[src/rtl/sort_result_drain.sv]
// Drains 2**L sorted words from the sorter memory into a valid/ready stream,
// flags the last word and watches the stream for order violations.
module sort_result_drain #(
    parameter int N       = 16,
    parameter int L       = 4,
    parameter int DESCEND = 0
) (
    input  logic         clk_i,
    input  logic         rst_i,
    input  logic         sort_done_i,
    output logic         rd_o,
    output logic [L-1:0] raddr_o,
    input  logic [N-1:0] rdata_i,
    output logic         m_valid_o,
    input  logic         m_ready_i,
    output logic [N-1:0] m_data_o,
    output logic         m_last_o,
    output logic         busy_o,
    output logic         drain_done_o,
    output logic         order_err_o
);

    typedef enum logic [1:0] {IDLE, READ, FLUSH} state_e;

    state_e       state_q;
    logic         done_prev_q;
    logic [L-1:0] addr_q;
    logic         busy_q;
    logic         drain_done_q;
    logic         order_err_q;
    logic         have_prev_q;
    logic [N-1:0] prev_q;

    logic         infl_q;
    logic         infl_last_q;
    logic [N-1:0] fifo_data_q [2];
    logic         fifo_last_q [2];
    logic         wptr_q;
    logic         rptr_q;
    logic [1:0]   occ_q;

    logic         start;
    logic         push;
    logic         pop;
    logic [2:0]   outstanding;
    logic         issue_ok;
    logic         fin_ok;
    logic         bad_order;

    assign start       = sort_done_i & ~done_prev_q;
    assign push        = infl_q;
    assign pop         = m_valid_o & m_ready_i;
    // Words already buffered or in flight, minus the one leaving this cycle
    assign outstanding = {1'b0, occ_q} + {2'b00, infl_q} - {2'b00, pop};
    assign issue_ok    = outstanding < 3'd2;
    assign fin_ok      = !infl_q && (occ_q == 2'd0 || (occ_q == 2'd1 && pop));

    assign rd_o         = (state_q == READ) && issue_ok;
    assign raddr_o      = addr_q;
    assign m_valid_o    = occ_q != 2'd0;
    assign m_data_o     = fifo_data_q[rptr_q];
    assign m_last_o     = m_valid_o & fifo_last_q[rptr_q];
    assign busy_o       = busy_q;
    assign drain_done_o = drain_done_q;
    assign order_err_o  = order_err_q;

    always_comb begin
        bad_order = 1'b0;
        if (have_prev_q) begin
            if (DESCEND != 0) bad_order = m_data_o > prev_q;
            else              bad_order = m_data_o < prev_q;
        end
    end

    always_ff @(posedge clk_i) begin
        if (rst_i) begin
            state_q      <= IDLE;
            done_prev_q  <= 1'b0;
            addr_q       <= '0;
            busy_q       <= 1'b0;
            drain_done_q <= 1'b0;
        end else begin
            done_prev_q  <= sort_done_i;
            drain_done_q <= 1'b0;
            unique case (state_q)
                IDLE: begin
                    if (start) begin
                        state_q <= READ;
                        addr_q  <= '0;
                        busy_q  <= 1'b1;
                    end
                end
                READ: begin
                    if (rd_o) begin
                        addr_q <= addr_q + 1'b1;
                        if (addr_q == {L{1'b1}}) state_q <= FLUSH;
                    end
                end
                FLUSH: begin
                    if (fin_ok) begin
                        state_q      <= IDLE;
                        busy_q       <= 1'b0;
                        drain_done_q <= 1'b1;
                    end
                end
                default: state_q <= IDLE;
            endcase
        end
    end

    // Order checker; cleared at each new run, sticky until then
    always_ff @(posedge clk_i) begin
        if (rst_i) begin
            order_err_q <= 1'b0;
            have_prev_q <= 1'b0;
            prev_q      <= '0;
        end else if (state_q == IDLE && start) begin
            order_err_q <= 1'b0;
            have_prev_q <= 1'b0;
        end else if (pop) begin
            have_prev_q <= 1'b1;
            prev_q      <= m_data_o;
            if (bad_order) order_err_q <= 1'b1;
        end
    end

    always_ff @(posedge clk_i) begin
        if (rst_i) begin
            infl_q         <= 1'b0;
            infl_last_q    <= 1'b0;
            fifo_data_q[0] <= '0;
            fifo_data_q[1] <= '0;
            fifo_last_q[0] <= 1'b0;
            fifo_last_q[1] <= 1'b0;
            wptr_q         <= 1'b0;
            rptr_q         <= 1'b0;
            occ_q          <= 2'd0;
        end else begin
            infl_q      <= rd_o;
            infl_last_q <= rd_o && (addr_q == {L{1'b1}});
            if (push) begin
                fifo_data_q[wptr_q] <= rdata_i;
                fifo_last_q[wptr_q] <= infl_last_q;
                wptr_q              <= ~wptr_q;
            end
            if (pop) rptr_q <= ~rptr_q;
            occ_q <= occ_q + {1'b0, push} - {1'b0, pop};
        end
    end

endmodule

[config.mk]
export PLATFORM = sky130hd
export DESIGN_NAME = sort_result_drain
export DESIGN_NICKNAME = d
export VERILOG_FILES = /design/src/rtl/sort_result_drain.sv
export SDC_FILE = /design/constraint.sdc
export NUM_CORES = 1
export LEC_CHECK = 0
export ABC_AREA = 1
export CORE_AREA = 2 2 80 82
export DETAILED_ROUTE_END_ITERATION = 16
export DIE_AREA = 0 0 82 84
export HOLD_SLACK_MARGIN = 0.15
export PLACE_DENSITY = 0.77
export REMOVE_ABC_BUFFERS = 1
export SLEW_MARGIN = 10
export SYNTH_ARGS = -nofsm -noshare
export SYNTH_HDL_FRONTEND = slang
export SYNTH_SLANG_ARGS = --single-unit
[constraint.sdc]
create_clock -name clk_i -period 5.8 [get_ports clk_i]
set_input_delay 0.87 -clock clk_i [delete_from_list [all_inputs] [get_ports clk_i]]
set_output_delay 0.87 -clock clk_i [all_outputs]
set_load 0.01 [all_outputs]
==> metrics.txt, run 1 <==
run status completed; GP Congestion 0.840; synthesized cell area 0.00312 sq mm; Final Max Tran Viols 0; hold path depth 1; Crit path required time just under 5 ns; Core Util, Final between 60% and 70%; Final nets ~440; Cell Int Power roughly 0.97 mW; share of the synthesized area in the top cell type 32.7%; CTS Buf Count 9; syn_area_per_cell 8.82 sq um; setup bufs post-CTS 0; synth top area cells edfxtp_1, dfxtp_1, nand2_1; post-CTS resize count 0; Max clock buf depth 2; n_diodes 0; dpl ws ~1.5 ns; worst-case reg-to-reg path depth 11; vias in the first global route between 2k and 2.5k; Core Region roughly 0.006 sq mm; Die Area a little under 0.007 sq mm; vias between 2k and 2.5k; Post-Synth Adder-Cell Area about 8%; Sw Ratio approximately a third; drt drc 0; Routed WL per cell around 13 microns; 1st-pass router iterations 5; Sequential Power Share between 40% and 50%; EDFF count, synth 34; main combinational cell family by area after synthesis simple AND/OR/NAND/NOR gates; GR Util All Layers around 20%; worst setup margin between 1 and 1.5 ns; #FFs+latches synth a little under 70; Worst setup SP type input pin; XOR/XNOR share of the synthesized area less than 1%; Async SR Flop Fraction 0%; Max Cap Viol 0; # setup viols final 0; hold-fix buffers at CTS 0; peak supply drop about 0.24 mV; Synth cell types 26; Final Hold Viols 0; routed wire length 6.05 mm; logic gate share of total power between 30 and 40%; Hold Crit Class reg2reg; share of cells above drive strength 1 roughly 5.5%; number of cell rows 29; Tot Pwr 1.47 mW; initial core utilization 51.2%; Sink Count 68; Pleak 1.63 nW; transition time of the tightest slew-check pin between 0.7 and 0.8 ns; Die X just over 80 microns; die height 84 microns; clock share of power 24.1%; cells after synthesis between 300 and 400; Rel. slew slack around 50%; prevailing post-synth register cell edfxtp_1; RSZ-0062 raised after global routing no; vias per cell approximately 5.0; largest net degree at the start of global routing 32; Critical Path AT 3.46 ns; Iteration-0 DRC Markers between 100 and 150; sequential area share after synthesis 54.5%; fmax 0.231 GHz; IO buf count between 40 and 50; Filler cells ~520; clk_skew approximately 0.010 ns; first-pass GRT wire length about 10 mm; post-route ant nets 0; CP Capture Type output port; Final period util between 70% and 80%; synth warn 0; WS Path Type in2out; Max H-tree Level 3; CTS root buf clkbuf_8; CTS tree yes; cell taking the most area after synthesis edfxtp_1; initial antenna violation count 0; multiplexer area fraction after synthesis 0%; crit path max fanout 8; worst skew pair latency 0.33 ns; post-synthesis compound-gate area fraction under 10%; P_sw roughly 0.5 mW; GRT Residual Overflow 0; Reg clk slew, reported paths 0.07 ns; hpwl dp ~4.3 mm; pwr dens roughly 400 mW/mm^2; area grow syn2layout 21.3%; Final min period about 4.3 ns; Synth Area in Simple Gates 19.5%; # IOs 46; Setup TNS 0 ns
==> area by class of cell <==
type                    instances  area [sq um]  share of cell area, %
well taps                      77          96.3                   2.54
repair buffers                 45           450                   11.9
clock inverters                 4          21.3                  0.561
flip-flops and latches         68          1700                   44.9
clock buffers                  11           163                   4.29
multi-input cells             221          1150                   30.4
inverters                      54           203                   5.35
==> kinds of logic (layout without fill, tap and decap cells) <==
logic type               Yosys count  count (layout)
adder cells (fa/ha/maj)           19              19
flip-flops                        68              68
buffers and inverters             65             114
AND/OR/NAND/NOR                  146             146
XOR/XNOR                           2               2
AO/OA/AOI/OAI                     54              54
==> placed cells by master, fill, tap and decap left out, drive strengths merged, types with 6 or more instances in the layout <==
cell type       n
edfxtp         34
ha             18
o21ai          19
nor2           53
clkbuf         11
dfxtp          34
a21oi          32
clkdlybuf4s50  45
nand3           6
nand2          81
inv            54
==> worst max-delay path, stage by stage <==
cell	delay [ns]
clkdlybuf4s50_1	0.45
inv_1	0.07
nor2_4	0.22
ha_1	0.15
inv_1	0.04
ha_1	0.19
fa_1	0.40
xor2_1	0.22
nand2_1	0.13
nor2_4	0.17
clkdlybuf4s50_1	0.56
==> per-stage QoR <==
stage	hold WS [ns]	instances	cell area (sq um)
after floorplan	0.426	343	3060
after global placement	0.437	465	3600
after detailed placement	0.444	465	3600
after CTS	0.452	480	3790
after global routing	0.485	480	3790
final	0.453	480	3790
==> flip-flops by register name, summed over array words and instances, names as in the netlist, 2 cells and up, named ones only <==
signal	cells
fifo_data_q	32
prev_q	16
raddr_o	4
fifo_last_q	2
occ_q	2
state_q	2
==> synth_stat cells (2+ instances only) <==
master and n:
edfxtp_1 34, a21oi_1 32, inv_2 2, clkbuf_1 4, buf_6 2, nand4_1 4, nand2_1 80, inv_1 51
ha_1 18, buf_2 4, nand3_1 6, nor2_4 2, dfxtp_1 34, o21ai_0 16, xor2_1 2, nor2_1 51
o21ai_1 3
==> routing by layer <==
layer  track usage (%)  part of all wire [%]
met3              5.19                   3.7
met5                 0                     0
met2              29.8                    48
met1              26.5                    46
met4              10.2                   1.8
==> worst paths after layout <==
| path | start | to | slack [ns] |
|---|---|---|---|
| worst max-delay path | m_ready_i | rd_o | 1.47 |
| worst max register to register | occ_q[0] | raddr_o[1] | 3.17 |
| worst min-delay path | rptr_q | rptr_q | 0.45 |
| worst min register to register | rptr_q | rptr_q | 0.45 |
==> power groups by stage <==
stage | combinational, mW | sequential [mW] | clock (mW)
global placement | 0.486 | 0.620 | 0
global route | 0.579 | 0.623 | 0.389
floorplan | 0.321 | 0.614 | 0
finish | 0.506 | 0.613 | 0.355
CTS | 0.508 | 0.613 | 0.366
detailed placement | 0.505 | 0.624 | 0
(Power assumes the default switching activity.)
==> run 2: changes to the inputs <==
==> constraint.sdc (replaced) <==
create_clock -name clk_i -period 4 [get_ports clk_i]
set_input_delay 0.6 -clock clk_i [delete_from_list [all_inputs] [get_ports clk_i]]
set_output_delay 0.6 -clock clk_i [all_outputs]
set_load 0.01 [all_outputs]
==> run 2 against run 1 <==
Design area increased by 2.1%. Sequential share of layout area fell by 0.92 points. Flip-flop and latch count unchanged. Critical endpoint unchanged. Highest routed layer unchanged.
==> metrics.txt, run 2 (same netlist as run 1, synthesis figures left out) <==
Critical Path AT 3.10 ns (-0.36 ns); run status completed; Sink Count 68 (unchanged); hold slack 0.451 ns (-0.00148 ns); initial antenna violation count 0 (unchanged); commonest non-fill, non-tap cell in the layout nand2_1; GP Congestion 0.800 (-4.8%); Max H-tree Level 3 (unchanged); fmax between 0.2 and 0.3 GHz; CTS root buf clkbuf_8; # IOs 46 (unchanged); hpwl dp 4.37 mm (+1.1%); M3 GR Usage 7.25% (+2.1 points); Max clock buf depth 2 (unchanged); Rel. slew slack 48.6% (-2.3 points); RSZ-0062 raised after global routing no; Final nets 443 (+1.1%); GR Util All Layers 21.1% (+1.1 points); Final period util between 90 and 100%; most frequent cells in the layout nand2_1, inv_1, nor2_1; CTS Buf Count 9 (unchanged); Final Hold Viols 0 (unchanged); Final Max Tran Viols 0 (unchanged); post-CTS resize count 0 (unchanged); share of cells above drive strength 1 6.85% (+1.4 points); Core Region 0.00610 sq mm (unchanged); Die X 82 microns (unchanged); max reg flops 32 (unchanged); n_diodes 0 (unchanged); pwr dens 581 mW/mm^2 (+49%); routed wire length 6.34 mm (+4.8%); Final min period between 3 and 4 ns; hold path depth 2 (+1); drt drc 0 (unchanged); Setup TNS 0 ns (unchanged); GRT Residual Overflow 0 (unchanged); Core Util, Final 63.4% (+1.3 points); Die Area 0.00689 sq mm (unchanged); met1 GRT Util 26.1% (-0.35 points); Pleak 1.67 nW (+2.6%); met2 usage 32.5% (+2.7 points); die height 84 microns (unchanged); Biggest register fifo_data_q; WS Path Type in2out; peak supply drop 0.328 mV (+35%); Routed WL per cell 13.0 microns (+3.5%); Reg clk slew, reported paths 0.07 ns (about the same); vias 2413 (+0.84%); worst skew pair latency 0.35 ns (+0.02 ns); largest net degree at the start of global routing 32 (unchanged); post-route ant nets 0 (unchanged); Crit path required time 3.40 ns (-1.53 ns); CTS tree yes; CP Capture Type output port; Max Cap Viol 0 (unchanged); crit path max fanout 7 (-1); GRT Max-Usage Layer met2; # setup viols final 0 (unchanged); vias per cell 4.97 (-0.41%); Worst setup SP type input pin; first-pass GRT wire length 10.7 mm (+3.8%); setup bufs post-CTS 0 (unchanged); number of cell rows 29 (unchanged); initial core utilization 51.2% (unchanged); IO buf count 45 (unchanged); hold-fix buffers at CTS 0 (unchanged); transition time of the tightest slew-check pin 0.769 ns (+0.0339 ns); 1st-pass router iterations 4 (-1); worst-case reg-to-reg path depth 11 (unchanged); clk_skew 0.00627 ns (-0.00385 ns); vias in the first global route 2410 (+5.8%); area grow syn2layout 23.8%; Hold Crit Class reg2reg; Iteration-0 DRC Markers 229 (+110%)
[run 2: cell count changes in the layout (fill, tap and decap cells not counted)]
cell / before / now
clkbuf_8: 10 / 12
inv_4: 1 / 0
buf_4: 0 / 5
clkinv_2: 3 / 2
clkbuf_16: 1 / 2
[run 2: layer usage]
metal  vias up  wire length, microns
li1       1232                     -
met1      1109                  2830
met2        59                  3050
met3        13                   330
met4         0                   123
met5         -                     0
[run 2: area by class of cell]
type                    count  area [sq um]
fillers                   511          2230
flip-flops and latches     68          1700
multi-input cells         221          1150
repair buffers             50           488
clock buffers              14           215
inverters                  54           203
well taps                  77          96.3
clock inverters             2          10.0
[run 2: stage by stage]
stage	power, mW	setup WS (ns)	cell area, sq um	instances
after detailed placement	1.64	0.291	3640	470
final	2.25	0.296	3870	486
after global placement	1.61	0.405	3640	470
after global routing	2.41	0.139	3870	486
after floorplan	1.36	1.36	3060	343
after CTS	2.26	0.304	3870	486
[run 2: worst paths after layout]
| path | startpoint | end | slack, ns |
|---|---|---|---|
| setup / recovery | m_ready_i | rd_o | 0.30 |
| hold / removal | order_err_o | order_err_o | 0.45 |
| setup reg to reg | occ_q[0] | raddr_o[1] | 1.50 |
| hold reg to reg | order_err_o | order_err_o | 0.45 |
[run 2: critical path, stage by stage]
cell and delay [ns]:
clkdlybuf4s50_1 0.40, inv_1 0.12, nor2_4 0.06, ha_1 0.27, inv_1 0.04, ha_1 0.18, fa_1 0.39, xor2_1 0.21
nand2_1 0.12, nor2_4 0.16, clkdlybuf4s50_1 0.56
[run 2: where the power goes]
group	leakage, nW	switching (mW)	internal (mW)
Combinational	0.923	0.433	0.315
Sequential	0.628	0.0581	0.831
Clock	0.119	0.260	0.350
==> run 3: changes to the inputs <==
--- a/config.mk
+++ b/config.mk
@@ -6,7 +6,9 @@
 export NUM_CORES = 1
 export LEC_CHECK = 0
 export ABC_AREA = 1
+export CAP_MARGIN = 20
 export CORE_AREA = 2 2 80 82
+export CTS_CLUSTER_SIZE = 8
 export DETAILED_ROUTE_END_ITERATION = 16
 export DIE_AREA = 0 0 82 84
 export HOLD_SLACK_MARGIN = 0.15
==> constraint.sdc (replaced) <==
create_clock -name clk_i -period 4.57 [get_ports clk_i]
set_input_delay 0.6855 -clock clk_i [delete_from_list [all_inputs] [get_ports clk_i]]
set_output_delay 0.6855 -clock clk_i [all_outputs]
set_load 0.01 [all_outputs]
==> run 3 against run 2 <==
Non-clock buffer count decreased by 2. Sequential power is 13% lower. Critical path depth is the same. Clock skew about the same. Worst hold slack lost 0.00057 ns. Clock-buffer cell count unchanged. First-iteration DRC count down 28%. Largest cell class unchanged. Highest routed layer unchanged.
==> metrics.txt, run 3 (same netlist as run 1, synthesis figures left out) <==
run status completed; dpl ws 0.620 ns (+0.329 ns); vias per cell 4.88 (-1.7%); transition time of the tightest slew-check pin 0.716 ns (-0.0537 ns); crit-path cells clkdlybuf4s50_1, inv_1, nor2_4, ha_1, inv_1, ha_1, fa_1, xor2_1, nand2_1, nor2_4, clkdlybuf4s50_1; GP Congestion 0.804 (+0.52%); peak supply drop 0.307 mV (-6.3%); RSZ-0062 raised after global routing no; crit path max fanout 8 (+1); pwr dens 485 mW/mm^2 (-17%); setup bufs post-CTS 0 (unchanged); Reg clk slew, reported paths 0.06 ns (about the same); post-route ant nets 0 (unchanged); Final period util 86.5%; fmax ~0.25 GHz; Final Hold Viols 0 (unchanged); worst setup margin 0.615 ns (+0.318 ns); 1st-pass router iterations 4 (unchanged); Tot Pwr 1.84 mW (-18%); CTS Buf Count 9 (unchanged); initial antenna violation count 0 (unchanged); Final Max Tran Viols 0 (unchanged); initial core utilization 51.2% (unchanged); Crit path required time 3.88 ns (+0.48 ns); Max clock buf depth 2 (unchanged); Rel. slew slack 52.2% (+3.6 points); vias in the first global route 2229 (-7.5%); hold-fix buffers at CTS 0 (unchanged); Sink Count 68 (unchanged); GRT Residual Overflow 0 (unchanged); Worst setup SP type input pin; drt drc 0 (unchanged); hold path depth 2 (unchanged); n_diodes 0 (unchanged); Core Region 0.00610 sq mm (unchanged); IO buf count 45 (unchanged); CP Capture Type output port; Core Util, Final 62.2% (-1.3 points); die height 84 microns (unchanged); Sw Ratio 34.2% (+0.73 points); Final min period 3.96 ns; Final nets 441 (-0.45%); CTS root buf clkbuf_8; Die X 82 microns (unchanged); Setup TNS 0 ns (unchanged); clk_skew 0.00667 ns (+0.000404 ns); Cell Int Power 1.21 mW (-19%); largest net degree at the start of global routing 32 (unchanged); # IOs 46 (unchanged); Slowest-stage cell, CP clkdlybuf4s50_1; number of cell rows 29 (unchanged); Routed WL per cell 12.1 microns (-7.1%); max reg flops 32 (unchanged); vias 2362 (-2.1%); Max H-tree Level 3 (unchanged); logic gate share of total power 35.1% (+1.8 points); Hold Crit Class reg2reg; Biggest register fifo_data_q; commonest non-fill, non-tap cell in the layout nand2_1; worst-case reg-to-reg path depth 11 (unchanged); most frequent cells in the layout nand2_1, inv_1, nor2_1; Critical Path AT 3.27 ns (+0.17 ns); Die Area 0.00689 sq mm (unchanged); WS Path Type in2out; # setup viols final 0 (unchanged); area grow syn2layout 21.4%; worst skew pair latency 0.33 ns (-0.02 ns); Sequential Power Share 42.2% (+2.6 points); P_sw 0.628 mW (-16%); clock share of power 22.7% (-4.4 points); GR Util All Layers 18.8% (-2.2 points); CP peak stage delay 0.56 ns (about the same); CTS tree yes; Iteration-0 DRC Markers 165 (-28%); Max Cap Viol 0 (unchanged); routed wire length 5.87 mm (-7.5%); post-CTS resize count 0 (unchanged); cell total after placement 468 (-0.43%); hpwl dp 4.16 mm (-4.7%); Final Non-Filler Cells 484 (-0.41%); Pleak 1.63 nW (-2.7%); share of cells above drive strength 1 5.41% (-1.4 points); first-pass GRT wire length 9.72 mm (-9.3%)
==> run 3: final timing paths <==
check / startpoint / slack [ns] / end
worst max-delay path: m_ready_i / 0.61 / rd_o
worst min-delay path: order_err_o / 0.45 / order_err_o
worst max register to register: occ_q[1] / 1.97 / raddr_o[1]
worst min register to register: order_err_o / 0.45 / order_err_o
==> run 3: worst max-delay path: cells and delay by family <==
family / cells / cell delay (ns)
buf+inv: 4 / 1.13
fa+ha+maj: 3 / 0.74
xor+xnor: 1 / 0.21
simple gates: 3 / 0.49
==> run 3: per-stage QoR <==
step | instance area, sq um | hold slack (ns)
floorplan | 3060 | 0.426
CTS | 3790 | 0.450
global placement | 3630 | 0.434
detailed placement | 3630 | 0.442
global route | 3790 | 0.474
finish | 3790 | 0.451
==> run 3: area by class of cell <==
| cell class | count | area (sq um) |
|---|---|---|
| Clock buffer | 14 | 153 |
| Clock inverter | 2 | 10.0 |
| Fill cell | 534 | 2310 |
| Inverter | 54 | 203 |
| Multi-Input combinational cell | 221 | 1150 |
| Sequential cell | 68 | 1700 |
| Tap cell | 77 | 96.3 |
| Timing Repair Buffer | 48 | 473 |
==> run 3: layer usage <==
layer	wire (microns)	vias to the layer above	track usage, %
li1	-	1237	-
met1	2590	1073	23.1
met2	2900	45	30.2
met3	274	7	4.65
met4	95	0	9.39
met5	0	-	0
==> run 3: power by group through the flow <==
stage	clock, mW	sequential (mW)	combinational (mW)
floorplan	0	0.779	0.407
global placement	0	0.787	0.625
detailed placement	0	0.791	0.645
CTS	0.430	0.778	0.650
global route	0.453	0.788	0.736
finish	0.418	0.776	0.644
